===== config.mk =====
export PLATFORM = sky130hd
export DESIGN_NAME = piso_serializer
export DESIGN_NICKNAME = d
export VERILOG_FILES = /design/src/rtl/jos_pkg.sv /design/src/rtl/bit_down_counter.sv /design/src/rtl/piso_serializer.sv
export SDC_FILE = /design/constraint.sdc
export NUM_CORES = 1
export LEC_CHECK = 0
export BUFFER_PORTS_ARGS = -buffer_cell sky130_fd_sc_hd__buf_2
export CAP_MARGIN = 25
export CORE_MARGIN = 3
export CORE_UTILIZATION = 50
export CTS_BUF_LIST = sky130_fd_sc_hd__clkbuf_2 sky130_fd_sc_hd__clkbuf_4 sky130_fd_sc_hd__clkbuf_8
export CTS_CLUSTER_DIAMETER = 80
export DETAILED_ROUTE_END_ITERATION = 8
export GPL_TIMING_DRIVEN = 0
export PLACE_DENSITY = 0.74
export SYNTH_ARGS = -nofsm -noshare
export SYNTH_HDL_FRONTEND = slang
export SYNTH_SLANG_ARGS = --single-unit
export TNS_END_PERCENT = 50

===== constraint.sdc =====
create_clock -name clk -period 2.45 [get_ports clk]
set_clock_uncertainty 0.2 [all_clocks]
set_input_delay 0.1225 -clock clk [delete_from_list [all_inputs] [get_ports clk]]
set_output_delay 0.1225 -clock clk [all_outputs]
set_load 0.01 [all_outputs]

===== src/rtl/jos_pkg.sv =====
// jos_pkg: shared types for the serial transmit path.
//   ser_state_t : frame FSM state, 2-bit encoding
package jos_pkg;

  typedef enum logic [1:0] {
    IDLE   = 2'd0,
    SHIFT  = 2'd1,
    PARITY = 2'd2,
    DONE   = 2'd3
  } ser_state_t;

endpackage


===== src/rtl/bit_down_counter.sv =====
// bit_down_counter: loadable down counter with zero flag. Stops at zero
// instead of wrapping, so a stray decrement can never restart a frame.
//   clk      : clock
//   clr      : synchronous active-high clear (count -> 0)
//   i_ld     : load i_ld_val (takes priority over i_dec)
//   i_ld_val : value to load
//   i_dec    : decrement by one when nonzero
//   o_zero   : count == 0
module bit_down_counter #(
  parameter int width = 4
) (
  input  logic             clk,
  input  logic             clr,
  input  logic             i_ld,
  input  logic [width-1:0] i_ld_val,
  input  logic             i_dec,
  output logic             o_zero
);

  logic [width-1:0] r_cnt;

  assign o_zero = (r_cnt == '0);

  always_ff @(posedge clk) begin
    if (clr)                  r_cnt <= '0;
    else if (i_ld)            r_cnt <= i_ld_val;
    else if (i_dec && !o_zero) r_cnt <= r_cnt - 1'b1;
  end

endmodule


===== src/rtl/piso_serializer.sv =====
// piso_serializer: parallel-in/serial-out transmitter. One word per frame is
// accepted on load while ready, shifted out one bit per clk with ser_en,
// optionally followed by an even-parity bit, then a one-cycle done pulse.
//   clk    : clock
//   clr    : synchronous active-high reset, beats every other input
//   load   : frame request, accepted only while ready
//   data_i : word to send, sampled only on an accepted load
//   ready  : IDLE, load accepted this cycle
//   busy   : frame in progress (SHIFT/PARITY/DONE)
//   ser_o  : serial bit, 0 when ser_en=0
//   ser_en : ser_o carries a frame bit
//   done   : one-cycle pulse after the last frame bit
// All outputs are decoded from registers only.
module piso_serializer
  import jos_pkg::*;
#(
  parameter int width     = 16,
  parameter int MSB_FIRST = 1,
  parameter int PARITY_EN = 0
) (
  input  logic             clk,
  input  logic             clr,
  input  logic             load,
  input  logic [width-1:0] data_i,
  output logic             ready,
  output logic             busy,
  output logic             ser_o,
  output logic             ser_en,
  output logic             done
);

  localparam int CW = $clog2(width);

  ser_state_t       r_state, w_next;
  logic [width-1:0] r_sreg;
  logic             r_par;
  logic             w_bit, w_ld, w_cnt_zero;

  assign w_ld  = (r_state == IDLE) && load;
  assign w_bit = (MSB_FIRST != 0) ? r_sreg[width-1] : r_sreg[0];

  bit_down_counter #(.width(CW)) u_cnt (
    .clk      (clk),
    .clr      (clr),
    .i_ld     (w_ld),
    .i_ld_val (CW'(width - 1)),
    .i_dec    (r_state == SHIFT),
    .o_zero   (w_cnt_zero)
  );

  always_comb begin
    w_next = r_state;
    case (r_state)
      IDLE:    if (load) w_next = SHIFT;
      SHIFT:   if (w_cnt_zero) w_next = (PARITY_EN != 0) ? PARITY : DONE;
      PARITY:  w_next = DONE;
      DONE:    w_next = IDLE;
      default: w_next = IDLE;
    endcase
  end

  always_ff @(posedge clk) begin
    if (clr) begin
      r_state <= IDLE;
      r_sreg  <= '0;
      r_par   <= 1'b0;
    end else begin
      r_state <= w_next;
      if (w_ld) begin
        r_sreg <= data_i;
        r_par  <= 1'b0;
      end else if (r_state == SHIFT) begin
        r_par <= r_par ^ w_bit;
        // Move the next bit toward the output end, zero-filling behind it.
        r_sreg <= (MSB_FIRST != 0) ? {r_sreg[width-2:0], 1'b0}
                                   : {1'b0, r_sreg[width-1:1]};
      end
    end
  end

  assign ready  = (r_state == IDLE);
  assign busy   = (r_state != IDLE);
  assign done   = (r_state == DONE);
  assign ser_en = (r_state == SHIFT) || (r_state == PARITY);
  assign ser_o  = (r_state == SHIFT)  ? w_bit :
                  (r_state == PARITY) ? r_par : 1'b0;

endmodule


Word-level counts from Yosys, hierarchy flattened

Index checks and enable logic that the tools add are counted.

Multiply operators: 0
Reduce and logical (&&, ||, !) cells: 11
Order comparisons: 0
Eq/ne operators: 5
Bitwise logic cells: 1
Shift-type cells: 0
Div/mod/pow operators: 0
Add/subtract/negate cells: 1
Muxes and demuxes: 9

Operators with widths:

| operator            | count |
|---|---|
| $mux 16             | 2 |
| $mux 4              | 2 |
| $pmux 2 s4          | 1 |
| $reduce_bool 2->1   | 3 |
| $eq 2x2->1 const B  | 2 |
| $logic_not 4->1     | 1 |
| $mux 2              | 2 |
| $ne 2x2->1 const B  | 2 |
| $sub 4x1->4 const B | 1 |
| $eq 2x1->1 const B  | 1 |
| $logic_and 1x1->1   | 2 |
| $logic_not 2->1     | 1 |
| $mux 1              | 2 |
| $reduce_and 2->1    | 1 |
| $reduce_or 2->1     | 1 |
| $logic_not 1->1     | 1 |
| $logic_or 1x1->1    | 1 |
| $xor 1x1->1         | 1 |

Input port bits: 19
RAM bits: 0
Bits in registers: 23
Word-level logic and storage cells: 31
ROM bits: 0
Latch bits: 0
Memories: 0
Output and inout port bits: 5

Longest topological paths before layout

Word-level depth: 5
Depth in mapped cells: 7
Mapped depth without buffers: 5

By module

From an unflattened synthesis, not the netlist that was laid out.

Cell total of the unflattened synthesis: 129
Area, all modules: 1213.7 um^2

By module, submodules not included:

| module           | instances | seq. area each (um^2) | cells an instance | area an instance (um^2) |
|---|---|---|---|---|
| piso_serializer  | 1         | 380.4                 | 100               | 950.9 |
| bit_down_counter | 1         | 80.1                  | 29                | 262.8 |

Worst setup path before layout

Ideal clock, no wire load.

Path type: flip-flop to flip-flop
Start point: register u_cnt.r_cnt[0]
End point: register r_state[0]
Slack: 679 ps
Setup time: 123 ps
Stages on the path, launching flop included: 6
Clock period less this slack: 1771 ps
Required time: 2127 ps
Arrival: 1447 ps
Buffers on the path: 0
Cell sequence: dfxtp_1 -> inv_1 -> ha_1 -> or3b_4 -> a2bb2oi_4 -> mux2_1

Longest elaborated chain between the ends: 3

Ends and longest elaborated chain:

| what                       | line                   | text |
|---|---|---|
| start, declared            | bit_down_counter.sv:20 | `logic [width-1:0] r_cnt;` |
| start signal, assigned     | bit_down_counter.sv:26 | `else if (i_ld) r_cnt <= i_ld_val;` |
| start signal, assigned     | bit_down_counter.sv:27 | `else if (i_dec && !o_zero) r_cnt <= r_cnt - 1'b1;` |
| $logic_not 4->1            | bit_down_counter.sv:22 | `assign o_zero = (r_cnt == '0);` |
| $ne 2x2->1 (no line)       | n/a                    |  |
| $reduce_and 2->1 (no line) | n/a                    |  |
| end signal, assigned       | piso_serializer.sv:68  | `r_state <= w_next;` |
| end, declared              | piso_serializer.sv:34  | `ser_state_t r_state, w_next;` |

No other way between the ends.
A chain may end at the register's enable or synchronous reset.

Final worst setup path

Start point: register r_state[1]
End point: output ser_o

Longest elaborated chain between the ends: 3
Elaborated cells on any way between the ends: 4
Classes of those cells: 2 x eq/ne; 2 x mux

Ends and longest elaborated chain:

| what          | line                  | text |
|---|---|---|
| $eq 2x2->1    | piso_serializer.sv:86 | `(r_state == PARITY) ? r_par : 1'b0;` |
| $mux 1        | piso_serializer.sv:86 |  |
| $mux 1 (*)    | piso_serializer.sv:85 | `assign ser_o = (r_state == SHIFT) ? w_bit :` |
| end, declared | piso_serializer.sv:27 | `output logic ser_o,` |

Mark *: on every way between the ends. The rest lies on a longest branch, timed or not.

==> run_results.csv <==
group,metric,value,unit
pwr,irDropWorstVdd,0.000739,V
synthesis,synth.top_cell.area_share,40.4,%
critical_path,start_kind,"flop",
die,io_pins,24,
routing,drtPass1Iterations,3,
critical_path,cp_max_fo,10,
sta,max_freq,475,MHz
synthesis,synth_warnings,0,
sta,rsz0062_at_grt,"no",
hold_path,hold_path.class,"input port to flop",
final_layout,drive_gt1_share,20.2,%
final_layout,layout.nets,189,
clock_network,clockBufferDepth,2,
die,dieArea,2890,µm²
critical_path,crit_type,"flop to output port",
routing,drc,0,
place,place.gp.congestion,0.722,
global_route,grt_max_degree,13,
critical_path,cp-end-kind,"output port",
sta,setup_viol,0,
clock_network,insertion_delay,0.31,ns
synthesis,syn-num-nets,145,
synthesis,synthCells,120,
synthesis,synth_top_cell_by_area,"dfxtp_1",
hold_path,hold_path_depth,3,
synthesis,async_reset_ff_share,0,%
synthesis,ys_seq_area_share,40.4,%
die,core,2060,µm²
global_route,grt_pass1_vias,993,
final_layout,final_util,72.0,%
die,start_util,55.3,%
synthesis,ys_ff_latch,23,
global_route,grt_usage,21.2,%
clock_network,cts_setup_buffers,0,
final_layout,syn_to_final_growth,30.2,%
global_route,overflow,0,
routing,drtAntennaViolNets,0,
synthesis,synth_edf_count,0,
global_route,antenna_found_initial,0,
routing,vias_per_cell,5.13,
routing,wl_met1,1.14,mm
sta,drv_slew,0,
synthesis,synth_area,1140,µm²
sta,layout_min_cycle_time,2.10,ns
sta,hold_viol,0,
clock_network,clk_pin_slew,0.13,ns
clock_network,clock-root-buffer,"clkbuf_4",
synthesis,synth_top_flop_cell,"dfxtp_1",
synthesis,synth.most_common_cell,"dfxtp_1",
routing,top_layer,"met4",
place,detailed_place_hpwl,1.67,mm
clock_network,cts-htree-levels,1,
die,die_x,53.8,µm
routing,routed_wl,2.56,mm
synthesis,syn_avg_cell_area,9.51,µm²
sta,whs,0.0173,ns
sta,period_share,85.8,%
routing,drt_iter0_markers,9,
final_layout,diodes,0,
job,maxCapViolations,0,
global_route,grt_pass1_wl,4.41,mm
final_layout,fill_cells,155,
routing,wl_met3,75,µm
synthesis,ys_top_cells_by_count,"23 x dfxtp_1, 18 x nor2_1, 17 x mux2i_1",
place,port_buffers,22,
outcome,outcome,"finished, final reports clean",
critical_path,arrival,1.78,ns
sta,max-slew-margin-rel,69.5,%
clock_network,cts_sinks,23,
critical_path,required,2.13,ns
routing,avgRoutedWirePerCell,13.5,µm
final_layout,final_cells,190,
pwr,p_per_area,1030,nW/µm²
routing,num_vias,974,
sta,tns,0,ns
synthesis,ys_types,25,
die,row_count,16,
pwr,power_leakage,0.646,nW
clock_network,cts_tree,"done",
sta,tightest_slew,0.458,ns
clock_network,cts_resized,0,
routing,route.met2.wl,1.31,mm
synthesis,yosys-top-cells-area,"dfxtp_1 40%, mux2i_1 15%, a211oi_1 9.9%, ha_1 6.6%, nor2_1 5.9%",
critical_path,rr_worst_depth,5,
die,fp.dieH,53.8,µm
clock_network,cts_buffers,3,
place,dp.cells,169,
## state kept, by name, indices dropped and copies added, names as in the netlist
name	cells
r_par	1
r_sreg	16
r_state	2
u_cnt.r_cnt	4
## cell families (layout without fill, tap and decap cells)
logic type	Yosys count	in the layout	share of synthesized area (%)
flip-flops	23	23	40.4
adder cells (fa/ha/maj)	6	6	6.58
AO/OA/AOI/OAI	24	24	16.6
buffers and inverters	14	57	5.59
AND/OR/NAND/NOR	34	34	14.3
multiplexers	18	18	15.9
XOR/XNOR	1	1	0.768
## critical path: stages, from the launching register on
cell and delay (ns):
dfxtp_1 0.44, inv_1 0.11, ha_1 0.18, buf_4 0.17, buf_2 0.19, nand3b_1 0.17, nand2_1 0.07, buf_2 0.12
## stage by stage
stage / power [mW] / instance area, µm² / setup WS, ns
2_1_floorplan: 1.16 / 1140 / 0.679
3_5_place_dp: 1.33 / 1280 / 0.580
3_3_place_gp: 1.29 / 1280 / 0.616
4_1_cts: 1.53 / 1490 / 0.357
5_1_grt: 1.65 / 1490 / 0.228
6_report: 1.53 / 1490 / 0.347
## worst paths after layout
path                                start                       to  slack (ns)
hold reg to reg    r_sreg[0]$_SDFFE_PP0P_   r_sreg[0]$_SDFFE_PP0P_        0.32
setup reg to reg  r_state[1]$_SDFFE_PP0P_   r_sreg[5]$_SDFFE_PP0P_        0.52
setup / recovery  r_state[1]$_SDFFE_PP0P_                    ser_o        0.35
hold / removal                        clr  r_state[0]$_SDFFE_PP0P_        0.02
## per-layer routing
metal  vias up  GRT usage [%]
li1        510              -
met1       445           25.4
met4         0           7.23
met5         -              0
met2        15           35.9
met3         4           6.09
## what timing repair did
| item | in CTS | in global routing |
|---|---|---|
| hold endpoints to repair | 17 | 0 |
| endpoints found under the setup margin | 0 | 0 |
| hold buffers | 17 | 0 |
## power breakdown
group / switching, mW / total, mW / internal, mW
Clock: 0.112 / 0.187 / 0.0747
Combinational: 0.391 / 0.747 / 0.357
Sequential: 0.0861 / 0.594 / 0.508
Total: 0.589 / 1.53 / 0.939
## cell type report
class	count	area, µm²	area share (%)
repair buffers	39	280	18.9
multi-input cells	83	617	41.5
well taps	27	33.8	2.27
plain buffers	9	45.0	3.03
inverters	5	18.8	1.26
clock buffers	4	30.0	2.02
flip-flops and latches	23	460	31.0
## layout by cell type, fill, tap and decap left out
cell type and n:
a21o_1 1, a41o_1 1, ha_1 6, a2bb2oi_4 1, dlygate4sd3_1 17, nand3_1 1, buf_4 2, nor2_1 18
or3b_4 1, a21oi_1 4, xor2_1 1, a31oi_1 2, nor4b_1 1, inv_1 5, nor3_1 1, dfxtp_1 23
clkbuf_4 4, nand2_1 6, clkbuf_1 4, nand4b_1 1, buf_2 25, mux2_1 1, a211oi_1 15, mux2i_1 17
nand2b_1 2, nand3b_1 2, and2_1 1
No activity file was read; power rests on OpenSTA's default activity.
